[src/rtl/mul_iter_param.sv]
// mul_iter_param: iterative RV M-extension multiplier (MUL/MULH/MULHSU/MULHU)
// with configurable radix, a product-reuse shortcut and a synchronous kill.
`default_nettype none

module mul_iter_param #(
    parameter int XLEN     = 32,
    parameter int BPC      = 1,
    parameter int REUSE_EN = 1
) (
    input  logic            clk,
    input  logic            resetn,
    input  logic            valid,
    input  logic            kill,
    input  logic [1:0]      mulop,
    input  logic [XLEN-1:0] op_a,
    input  logic [XLEN-1:0] op_b,
    output logic [XLEN-1:0] result,
    output logic            ready,
    output logic            busy
);

    localparam logic [1:0] OP_MUL = 2'b00;
    localparam logic       REUSE  = (REUSE_EN != 0);

    generate
        if (!((XLEN == 32 || XLEN == 64) && (BPC == 1 || BPC == 2 || BPC == 4) &&
              (XLEN % BPC == 0) && (REUSE_EN == 0 || REUSE_EN == 1))) begin : g_param_check
            $error("mul_iter_param: illegal XLEN/BPC/REUSE_EN combination");
        end
    endgenerate

    typedef enum logic [4:0] {
        IDLE  = 5'b00001,
        PREP  = 5'b00010,
        CALC  = 5'b00100,
        READY = 5'b01000,
        DONE  = 5'b10000
    } state_t;

    state_t state, state_next;

    logic [XLEN-1:0]   a_q, b_q, last_a, last_b, mulr;
    logic [1:0]        op_q;
    logic [2*XLEN-1:0] acc, mcand;
    logic              neg, last_sa, last_sb, reuse_valid, reused;

    logic              req_sa, req_sb, op_sa, op_sb, a_neg, b_neg, reuse_hit;
    logic [XLEN-1:0]   a_abs, b_abs, mulr_shift;
    logic [2*XLEN-1:0] partial, acc_signed;

    assign req_sa = mulop[0] ^ mulop[1];
    assign req_sb = (mulop == 2'b01);
    assign op_sa  = op_q[0] ^ op_q[1];
    assign op_sb  = (op_q == 2'b01);

    assign reuse_hit = REUSE && reuse_valid && (op_a == last_a) && (op_b == last_b) &&
                       ((mulop == OP_MUL) || ((req_sa == last_sa) && (req_sb == last_sb)));

    assign a_neg = op_sa & a_q[XLEN-1];
    assign b_neg = op_sb & b_q[XLEN-1];
    assign a_abs = a_neg ? (~a_q + 1'b1) : a_q;
    assign b_abs = b_neg ? (~b_q + 1'b1) : b_q;

    assign mulr_shift = mulr >> BPC;
    assign acc_signed = neg ? (~acc + 1'b1) : acc;
    assign busy       = (state != IDLE);

    // One radix digit of the multiplier as a sum of shifted multiplicands.
    always_comb begin
        partial = '0;
        for (int i = 0; i < BPC; i++) begin
            if (mulr[i]) partial = partial + (mcand << i);
        end
    end

    always_ff @(posedge clk) begin
        if (!resetn) state <= IDLE;
        else         state <= state_next;
    end

    always_comb begin
        state_next = state;
        case (state)
            IDLE:    if (valid) state_next = reuse_hit ? READY : PREP;
            PREP:    state_next = (b_abs == '0) ? READY : CALC;
            CALC:    if (mulr_shift == '0) state_next = READY;
            READY:   state_next = DONE;
            DONE:    if (!valid) state_next = IDLE;
            default: state_next = IDLE;
        endcase
        if (kill) state_next = IDLE;
    end

    always_ff @(posedge clk) begin
        if (!resetn) begin
            a_q         <= '0;
            b_q         <= '0;
            op_q        <= '0;
            acc         <= '0;
            mcand       <= '0;
            mulr        <= '0;
            neg         <= 1'b0;
            last_a      <= '0;
            last_b      <= '0;
            last_sa     <= 1'b0;
            last_sb     <= 1'b0;
            reuse_valid <= 1'b0;
            reused      <= 1'b0;
            result      <= '0;
            ready       <= 1'b0;
        end else if (kill) begin
            ready       <= 1'b0;
            reuse_valid <= 1'b0;
        end else begin
            case (state)
                IDLE: begin
                    ready <= 1'b0;
                    if (valid) begin
                        a_q    <= op_a;
                        b_q    <= op_b;
                        op_q   <= mulop;
                        reused <= reuse_hit;
                    end
                end
                PREP: begin
                    neg   <= a_neg ^ b_neg;
                    acc   <= '0;
                    mcand <= {{XLEN{1'b0}}, a_abs};
                    mulr  <= b_abs;
                end
                CALC: begin
                    acc   <= acc + partial;
                    mcand <= mcand << BPC;
                    mulr  <= mulr_shift;
                end
                READY: begin
                    result      <= (op_q == OP_MUL) ? acc_signed[XLEN-1:0]
                                                    : acc_signed[2*XLEN-1:XLEN];
                    last_a      <= a_q;
                    last_b      <= b_q;
                    reuse_valid <= REUSE;
                    // The stored pair must describe acc, so a reused MUL keeps the pair it was computed with.
                    if (!reused) begin
                        last_sa <= op_sa;
                        last_sb <= op_sb;
                    end
                end
                DONE:    ready <= valid;
                default: ready <= 1'b0;
            endcase
        end
    end

endmodule

`default_nettype wire

[config.mk]
export PLATFORM = sky130hd
export DESIGN_NAME = mul_iter_param
export DESIGN_NICKNAME = d
export VERILOG_FILES = /design/src/rtl/mul_iter_param.sv
export SDC_FILE = /design/constraint.sdc
export NUM_CORES = 1
export LEC_CHECK = 0
export ABC_AREA = 0
export CORE_AREA = 2 2 210 212
export CTS_CLUSTER_SIZE = 12
export DETAILED_ROUTE_END_ITERATION = 16
export DIE_AREA = 0 0 212 214
export PLACE_DENSITY = 0.65
export SKIP_CTS_REPAIR_TIMING = 1
export SLEW_MARGIN = 20
export SYNTH_ARGS = -nofsm -noshare
export SYNTH_HDL_FRONTEND = slang
export SYNTH_SLANG_ARGS = --single-unit
[constraint.sdc]
create_clock -name clk -period 5.7 [get_ports clk]
set_clock_uncertainty 0.2 [all_clocks]
set_input_delay 1.71 -clock clk [delete_from_list [all_inputs] [get_ports clk]]
set_output_delay 1.71 -clock clk [all_outputs]
set_load 0.01 [all_outputs]
== After elaboration in Yosys (flattened, before gate mapping) ==
Index checks and enable logic that the tools add are counted.

* Flip-flop bits (word level): 333
* Bits of input ports: 70
* Output and inout port bits: 34
* Logic and storage cells: 79

* Add/sub/neg operators: 4
* Equality and inequality tests: 15
* Mux-type cells: 15
* Bitwise operators: 11
* Reduce and logical (&&, ||, !) cells: 18

{| class="wikitable"
|+ Operator list
! kind !! count
|-
| 64-bit case mux with 2 select lines || 2
|-
| 64-bit two-way mux || 2
|-
| 32-bit two-way mux || 3
|-
| 32-bit by 1-bit adder with 32-bit output (second input constant) || 2
|-
| 64-bit by 1-bit adder with 64-bit output (second input constant) || 1
|-
| 64-bit adder || 1
|-
| 32-bit equality test || 2
|-
| 32-bit logical NOT || 2
|-
| 32-bit inverter || 2
|-
| 64-bit inverter || 1
|-
| 32-bit case mux with 2 select lines || 1
|-
| 5-bit case mux with 5 select lines || 1
|-
| 5-bit two-way mux || 3
|-
| 3-bit AND reduction || 3
|-
| 4-bit two-way mux || 2
|-
| 2-bit inequality test (second input constant) || 3
|-
| 2-bit AND reduction || 3
|-
| 5-bit by 1-bit equality test with 1-bit output (second input constant) || 1
|-
| 5-bit by 2-bit equality test with 1-bit output (second input constant) || 1
|-
| 5-bit by 3-bit equality test with 1-bit output (second input constant) || 1
|-
| 5-bit by 4-bit equality test with 1-bit output (second input constant) || 1
|-
| 5-bit equality test (second input constant) || 1
|-
| 5-bit by 1-bit inequality test with 1-bit output (second input constant) || 1
|-
| 2-bit by 1-bit equality test with 1-bit output (second input constant) || 2
|-
| other kinds (11) || 21
|}

== Depth between registers and ports, before layout ==
Gate-level depths: netlist of run 1.

* Depth after elaboration: 8
* Mapped depth: 15
* Depth with buffers taken out: 14

== Worst setup path before layout of run 1 ==
Ideal clock, no wire load.

* Kind: reg-to-reg
* From: register mulr[0]
* To: register acc[56]
* Library setup time: 0.117 ns
* Arrival: 3.321 ns
* Data required time: 5.383 ns
* Path slack: 2.061 ns
* Cell stages (with the launch flop): 15
* Buffers on the path: 2
* Clock period less this slack: 3.639 ns
* Cell sequence: dfxtp_1 -> clkbuf_1 -> clkbuf_1 -> nand2_1 -> fa_1 -> nor2b_1 -> o2111ai_1 -> nand4bb_1 -> a21oi_1 -> nor3_1 -> o21ai_0 -> a2111oi_0 -> o21ai_0 -> a21o_1 -> a32o_1

* Longest elaborated chain between the ends: 3

{| class="wikitable"
|+ RTL lines
! what !! line !! text
|-
| start: declaration || 42 || <nowiki>logic [XLEN-1:0] a_q, b_q, last_a, last_b, mulr;</nowiki>
|-
| start signal: assignment || 129 || <nowiki>mulr <= b_abs;</nowiki>
|-
| start signal: assignment || 134 || <nowiki>mulr <= mulr_shift;</nowiki>
|-
| 64-bit two-way mux || 72 || <nowiki>if (mulr[i]) partial = partial + (mcand << i);</nowiki>
|-
| 64-bit adder || 132 || <nowiki>acc <= acc + partial;</nowiki>
|-
| 64-bit case mux with 2 select lines || 115 || <nowiki>case (state)</nowiki>
|-
| end signal: assignment || 132 ||
|-
| end: declaration || 44 || <nowiki>logic [2*XLEN-1:0] acc, mcand;</nowiki>
|}

No other way between the ends.
A chain may end at the register's enable or synchronous reset.

== Worst setup path after layout of run 1 ==
Ends and elaborated chain as after synthesis.

==> impl_metrics.env, run 1 <==
export IMPL_coreArea_um2=42900
export IMPL_crit_path_start="mulr[0]$_SDFFE_PN0P_"
export IMPL_drcViolationCount=0
export IMPL_cts_sinks=333
export IMPL_worstMarginPinSlew_ns=1.08
export IMPL_yosysUniqueCellTypes=80
export IMPL_synthesis_area_um2=20400
export IMPL_setup_viol=0
export IMPL_synth_edff_count=0
export IMPL_syn_num_nets=2787
export IMPL_fin_crit_ns=4.42
export IMPL_clk_pin_slew_ns=0.06
export IMPL_async_flop_share_pct=0
export IMPL_multi_input_area_um2=12900
export IMPL_grt_pass1_vias=18300
export IMPL_drive_gt1_share_pct=4.69
export IMPL_yosysTopAreaCell="dfxtp_1"
export IMPL_critPathLaunchType="flip-flop"
export IMPL_ys_ff_latch=333
export IMPL_routed_wl_mm=66.0
export IMPL_fin_crit_sh_pct=77.5
export IMPL_grt_antenna_before_repair=1
export IMPL_synth_seq_area_share_pct=32.6
export IMPL_reg2regPathDepth=13
export IMPL_setup_tns_ns=0
export IMPL_drt_iter0_drc=1677
export IMPL_endpoint="acc[56]$_SDFFE_PN0P_"
export IMPL_grt_max_degree=117
export IMPL_n_antenna_cell=0
export IMPL_wl_per_cell_um=20.3
export IMPL_hold_path_class="flip-flop to flip-flop"
export IMPL_worstPathArrival_ns=4.69
export IMPL_power_density_nw_per_um2=238
export IMPL_numCtsBuffers=40
export IMPL_crit_fanout=48
export IMPL_grt_pass1_wl_mm=102
export IMPL_clock_latency_ns=0.59
export IMPL_grt_overflow=0
export IMPL_max_freq_mhz=226
export IMPL_dp_cells=3178
export IMPL_finalNonFillerCells=3249
export IMPL_vias=19500
export IMPL_num_rows=76
export IMPL_viasPerCell=6.01
export IMPL_place_congestion=0.978
export IMPL_regArea_um2=6670
export IMPL_syn_inst=2646
export IMPL_cts_max_level=2
export IMPL_r2r_end="acc[56]$_SDFFE_PN0P_"
export IMPL_tritoncts="yes"
export IMPL_drt_pass1_iter_count=5
export IMPL_hold_viol=0
export IMPL_critical_path_class="flip-flop to flip-flop"
export IMPL_synth_area_leaders="dfxtp_1, nand2_1, a21oi_1"
export IMPL_synth_top_cell_area_share_pct=32.6
export IMPL_start_util_pct=47.7
export IMPL_dieArea_um2=45400
export IMPL_area_growth_pct=13.2
export IMPL_finalMaxSlewViolations=0
export IMPL_port_buffers=103
export IMPL_syn_area_per_cell_um2=7.73
export IMPL_vdd_drop_max_v=0.000202
export IMPL_max_cap_violations=0
export IMPL_crit_required_ns=5.97
export IMPL_antenna_left=0
export IMPL_ys_flop_type="dfxtp_1"
export IMPL_cp_end_kind="flip-flop"
export IMPL_leakagePower_nw=8.74
export IMPL_track_usage_pct=28.3
export IMPL_clock_root_buffer="clkbuf_16"
export IMPL_nets=2776
export IMPL_yosysMostFrequentCell="nand2_1"
export IMPL_r2r_slack_ns=1.28
export IMPL_chipHeight_um=214
export IMPL_dieWidth_um=212
export IMPL_nFillCells=4129
export IMPL_ios=104
export IMPL_yosys_warnings=0
export IMPL_hpwlAfterDp_mm=48.2
export IMPL_yosys_top_cells_count="nand2_1, dfxtp_1, a21oi_1"
export IMPL_max_slew_margin_pct=27.9
export IMPL_rr_startpoint="mulr[0]$_SDFFE_PN0P_"
export IMPL_clockBufferDepth=3
export IMPL_status="finished, final reports clean"
export IMPL_rsz0062_at_grt="false"
report_power, final:
group	switching (mW)	internal [mW]	total (mW)
logic	0.230	0.145	0.375
registers	0.0424	2.35	2.39
clock network	1.08	1.65	2.73
total	1.36	4.14	5.50
sequential cells by signal, summed over array words and instances, names as in the netlist:
| register | count |
|---|---|
| op_q | 2 |
| mulr | 32 |
| acc | 64 |
| a_q | 32 |
| last_sb | 1 |
| reused | 1 |
| last_sa | 1 |
| neg | 1 |
| state | 5 |
| last_a | 32 |
| b_q | 32 |
| result | 32 |
| reuse_valid | 1 |
| mcand | 64 |
| ready | 1 |
| last_b | 32 |
layout by cell type, fill, tap and decap left out, types with 88 or more instances in the layout:
cell,instances
nor2b_1,88
xnor2_1,91
a22oi_1,110
and2_1,94
a21oi_1,202
xor2_1,97
clkdlybuf4s50_1,102
dfxtp_1,332
nor2_1,117
o21ai_0,123
nand2_1,462
kinds of logic (layout without fill, tap and decap cells):
group,after synthesis,count (layout),share of synthesized area (%)
AND/OR/NAND/NOR,1013,1013,24.0
AO/OA/AOI/OAI,792,792,25.9
flip-flops,333,333,32.6
buffers and inverters,239,257,4.53
XOR/XNOR,188,188,8.05
adder cells (fa/ha/maj),71,71,4.38
multiplexers,10,10,0.557
layout make-up:
type / instances / share of cell area (%)
repair buffers: 128 / 5.31
multi-input cells: 2074 / 55.7
clock inverters: 13 / 1.01
flip-flops and latches: 333 / 28.8
inverters: 58 / 0.946
clock buffers: 58 / 5.01
well taps: 585 / 3.16
routing by layer:
layer | vias to the layer above | part of all wire, % | global-route usage (%)
li1 | 9395 | - | -
met1 | 9314 | 44 | 37.2
met2 | 670 | 46 | 46.0
met3 | 140 | 6.4 | 4.91
met4 | 2 | 3.9 | 11.0
met5 | - | 0.020 | 0
worst min path at each step:
stage                                         from                        to  cells after the start
after floorplan           reuse_valid$_SDFFE_PP0P_  reuse_valid$_SDFFE_PP0P_                      2
after global placement      last_b[0]$_SDFFE_PN0P_    last_b[0]$_SDFFE_PN0P_                      2
after detailed placement        ready$_SDFFE_PP0N_        ready$_SDFFE_PP0N_                      2
after CTS                       ready$_SDFFE_PP0N_        ready$_SDFFE_PP0N_                      2
after global routing        last_b[9]$_SDFFE_PN0P_    last_b[9]$_SDFFE_PN0P_                      2
final                           ready$_SDFFE_PP0N_        ready$_SDFFE_PP0N_                      2
critical path: stages (launching register included):
cell and delay (ns):
dfxtp_1 0.54, buf_4 0.45, and2_1 0.20, ha_1 0.27, nand2_1 0.14, nor3_1 0.35, nand3_1 0.12, nor3_1 0.36
o21ai_0 0.31, a2111oi_0 0.58, buf_4 0.20, o21ai_0 0.11, a21o_1 0.21, a32o_1 0.25
metrics by stage:
| step | hold WS (ns) | worst slack, ns | cell area [µm²] | utilization, % | power, mW |
|---|---|---|---|---|---|
| final | 0.251 | 1.28 | 23100 | 53.9 | 5.50 |
| after global routing | 0.279 | 0.794 | 23100 | 53.9 | 5.67 |
| after CTS | 0.256 | 1.25 | 23100 | 53.9 | 5.53 |
| after detailed placement | 0.248 | 1.09 | 21700 | 50.7 | 2.81 |
| after global placement | 0.243 | 1.19 | 21700 | 50.7 | 2.80 |
| after floorplan | 0.226 | 2.06 | 20400 | - | 2.66 |
Note: power is estimated with default switching activity, not from simulation.
==> inputs of run 2 (changes only) <==
==> constraint.sdc (replaced) <==
create_clock -name clk -period 4.6 [get_ports clk]
set_clock_uncertainty 0.2 [all_clocks]
set_input_delay 1.38 -clock clk [delete_from_list [all_inputs] [get_ports clk]]
set_output_delay 1.38 -clock clk [all_outputs]
set_load 0.01 [all_outputs]
==> run 2 against run 1 <==
Utilization grew 0.33 points. Via count is essentially flat. Hold slack gained 0.0011 ns. Worst setup slack lost 0.94 ns. Combinational power grew 25%. Die area is the same. Largest cell class unchanged. First-iteration DRC count shrank 17%.
==> impl_metrics.env, run 2 (synthesized netlist as in run 1, its figures left out) <==
export IMPL_status="finished, final reports clean"
export IMPL_clockBufferDepth=3
export IMPL_max_slew_margin_pct=35.3
export IMPL_cp_end_kind="flip-flop"
export IMPL_clock_latency_ns=0.59
export IMPL_viasPerCell=5.96
export IMPL_max_stage_delay_ns=0.87
export IMPL_final_cell_mix="nand2_1, dfxtp_1, a21oi_1, o21ai_0, nor2_1"
export IMPL_rsz0062_at_grt="false"
export IMPL_critPathSlowestCell="a2111oi_1"
export IMPL_tritoncts="yes"
export IMPL_track_usage_pct=28.6
export IMPL_dieArea_um2=45400
export IMPL_worstPathArrival_ns=4.54
export IMPL_setup_viol=0
export IMPL_numCtsBuffers=40
export IMPL_fin_crit_sh_pct=92.7
export IMPL_clock_root_buffer="clkbuf_16"
export IMPL_grt_pass1_vias=18400
export IMPL_chipHeight_um=214
export IMPL_regArea_um2=6670
export IMPL_antenna_left=0
export IMPL_finalMaxSlewViolations=0
export IMPL_area_growth_pct=13.9
export IMPL_critPathLaunchType="flip-flop"
export IMPL_max_cap_violations=0
export IMPL_hpwlAfterDp_mm=48.3
export IMPL_hold_viol=0
export IMPL_dieWidth_um=212
export IMPL_hold_path_class="flip-flop to flip-flop"
export IMPL_max_freq_mhz=235
export IMPL_crit_fanout=3
export IMPL_worstMarginPinSlew_ns=0.971
export IMPL_routed_wl_mm=65.7
export IMPL_vias=19500
export IMPL_dp_cells=3202
export IMPL_grt_overflow=0
export IMPL_top_regs="acc (64), mcand (64)"
export IMPL_port_buffers=103
export IMPL_power_mw=6.52
export IMPL_start_util_pct=47.7
export IMPL_setup_tns_ns=0
export IMPL_grt_pass1_wl_mm=104
export IMPL_clk_pin_slew_ns=0.06
export IMPL_layout_commonest_cell="nand2_1"
export IMPL_critical_path_class="flip-flop to flip-flop"
export IMPL_finalNonFillerCells=3273
export IMPL_place_congestion=0.933
export IMPL_crit_required_ns=4.88
export IMPL_vdd_drop_max_v=0.000239
export IMPL_leakagePower_nw=8.83
export IMPL_fin_crit_ns=4.26
export IMPL_power_density_nw_per_um2=280
export IMPL_nets=2800
export IMPL_drt_pass1_iter_count=6
export IMPL_drt_iter0_drc=1397
export IMPL_multi_input_area_um2=12900
export IMPL_crit_path_frequent_cell="o21ai_0"
export IMPL_cts_sinks=333
export IMPL_ios=104
export IMPL_coreArea_um2=42900
export IMPL_cp_cell_sequence="and2_1 > ha_1 > inv_1 > fa_1 > nor2b_1 > o2111ai_1 > nand4bb_1 > a21oi_1 > nor3_1 > buf_4 > o21ai_0 > a2111oi_1 > o21ai_0 > a21o_1 > a32o_1"
export IMPL_path_delay_family="compound AO/OA/AOI/OAI gates"
export IMPL_num_rows=76
export IMPL_drcViolationCount=0
export IMPL_wl_per_cell_um=20.1
export IMPL_nFillCells=4092
export IMPL_cp_num_buf_inv=2
export IMPL_drive_gt1_share_pct=5.47
export IMPL_grt_max_degree=109
export IMPL_cts_max_level=2
export IMPL_grt_antenna_before_repair=1
==> run 2: cell types whose count changed in the layout (fill, tap and decap cells not counted), sizes merged <==
cell	delta
inv	+1
diode	+1
clkbuf	-2
buf	+24
bufinv	-4
clkinv	+4
==> run 2: area by class of cell <==
| type | instances | area share (%) |
|---|---|---|
| timing repair buffer | 152 | 6.41 |
| multi-input combinational | 2074 | 55.4 |
| tap | 585 | 3.14 |
| antenna | 1 | 0.0108 |
| inverter | 58 | 0.941 |
| sequential | 333 | 28.6 |
| clock inverter | 14 | 0.672 |
| clock buffer | 56 | 4.77 |
==> run 2: report_power, final <==
group          leakage, nW  internal, mW  switching (mW)
Combinational         5.52         0.190           0.278
Clock                0.623          1.76            1.33
Sequential            2.69          2.91          0.0533
==> run 2: path summary, 6_finish.rpt <==
path	startpoint	end	slack [ns]	cells after the start
max	mcand[0]$_SDFFE_PN0P_	acc[56]$_SDFFE_PN0P_	0.34	15
min	last_a[17]$_SDFFE_PN0P_	last_a[17]$_SDFFE_PN0P_	0.25	2
max reg2reg	mcand[0]$_SDFFE_PN0P_	acc[56]$_SDFFE_PN0P_	0.34	15
min reg2reg	last_a[17]$_SDFFE_PN0P_	last_a[17]$_SDFFE_PN0P_	0.25	2
==> run 2: layer usage <==
layer / wire (µm) / part of all wire [%] / global-route usage [%]
met1: 28300 / 43 / 37.2
met2: 30600 / 47 / 47.1
met3: 4290 / 6.5 / 4.96
met4: 2590 / 3.9 / 11.1
met5: 0 / 0 / 0
==> run 2: worst reg2reg max path: stages, from the launching register on <==
cell and delay (ns):
dfxtp_1 0.37, and2_1 0.16, ha_1 0.18, inv_1 0.06, fa_1 0.40, nor2b_1 0.19, o2111ai_1 0.17, nand4bb_1 0.17
a21oi_1 0.12, nor3_1 0.23, buf_4 0.16, o21ai_0 0.15, a2111oi_1 0.87, o21ai_0 0.28, a21o_1 0.23, a32o_1 0.24
==> run 2: metrics by stage <==
stage | setup slack (ns) | area, µm² | util (%) | hold WS (ns)
6_report | 0.338 | 23300 | 54.3 | 0.253
5_1_grt | 0.111 | 23300 | 54.3 | 0.280
4_1_cts | 0.151 | 23300 | 54.3 | 0.255
3_5_place_dp | 0.195 | 22000 | 51.3 | 0.247
3_3_place_gp | 0.262 | 22000 | 51.2 | 0.244
2_1_floorplan | 0.961 | 20400 | - | 0.226
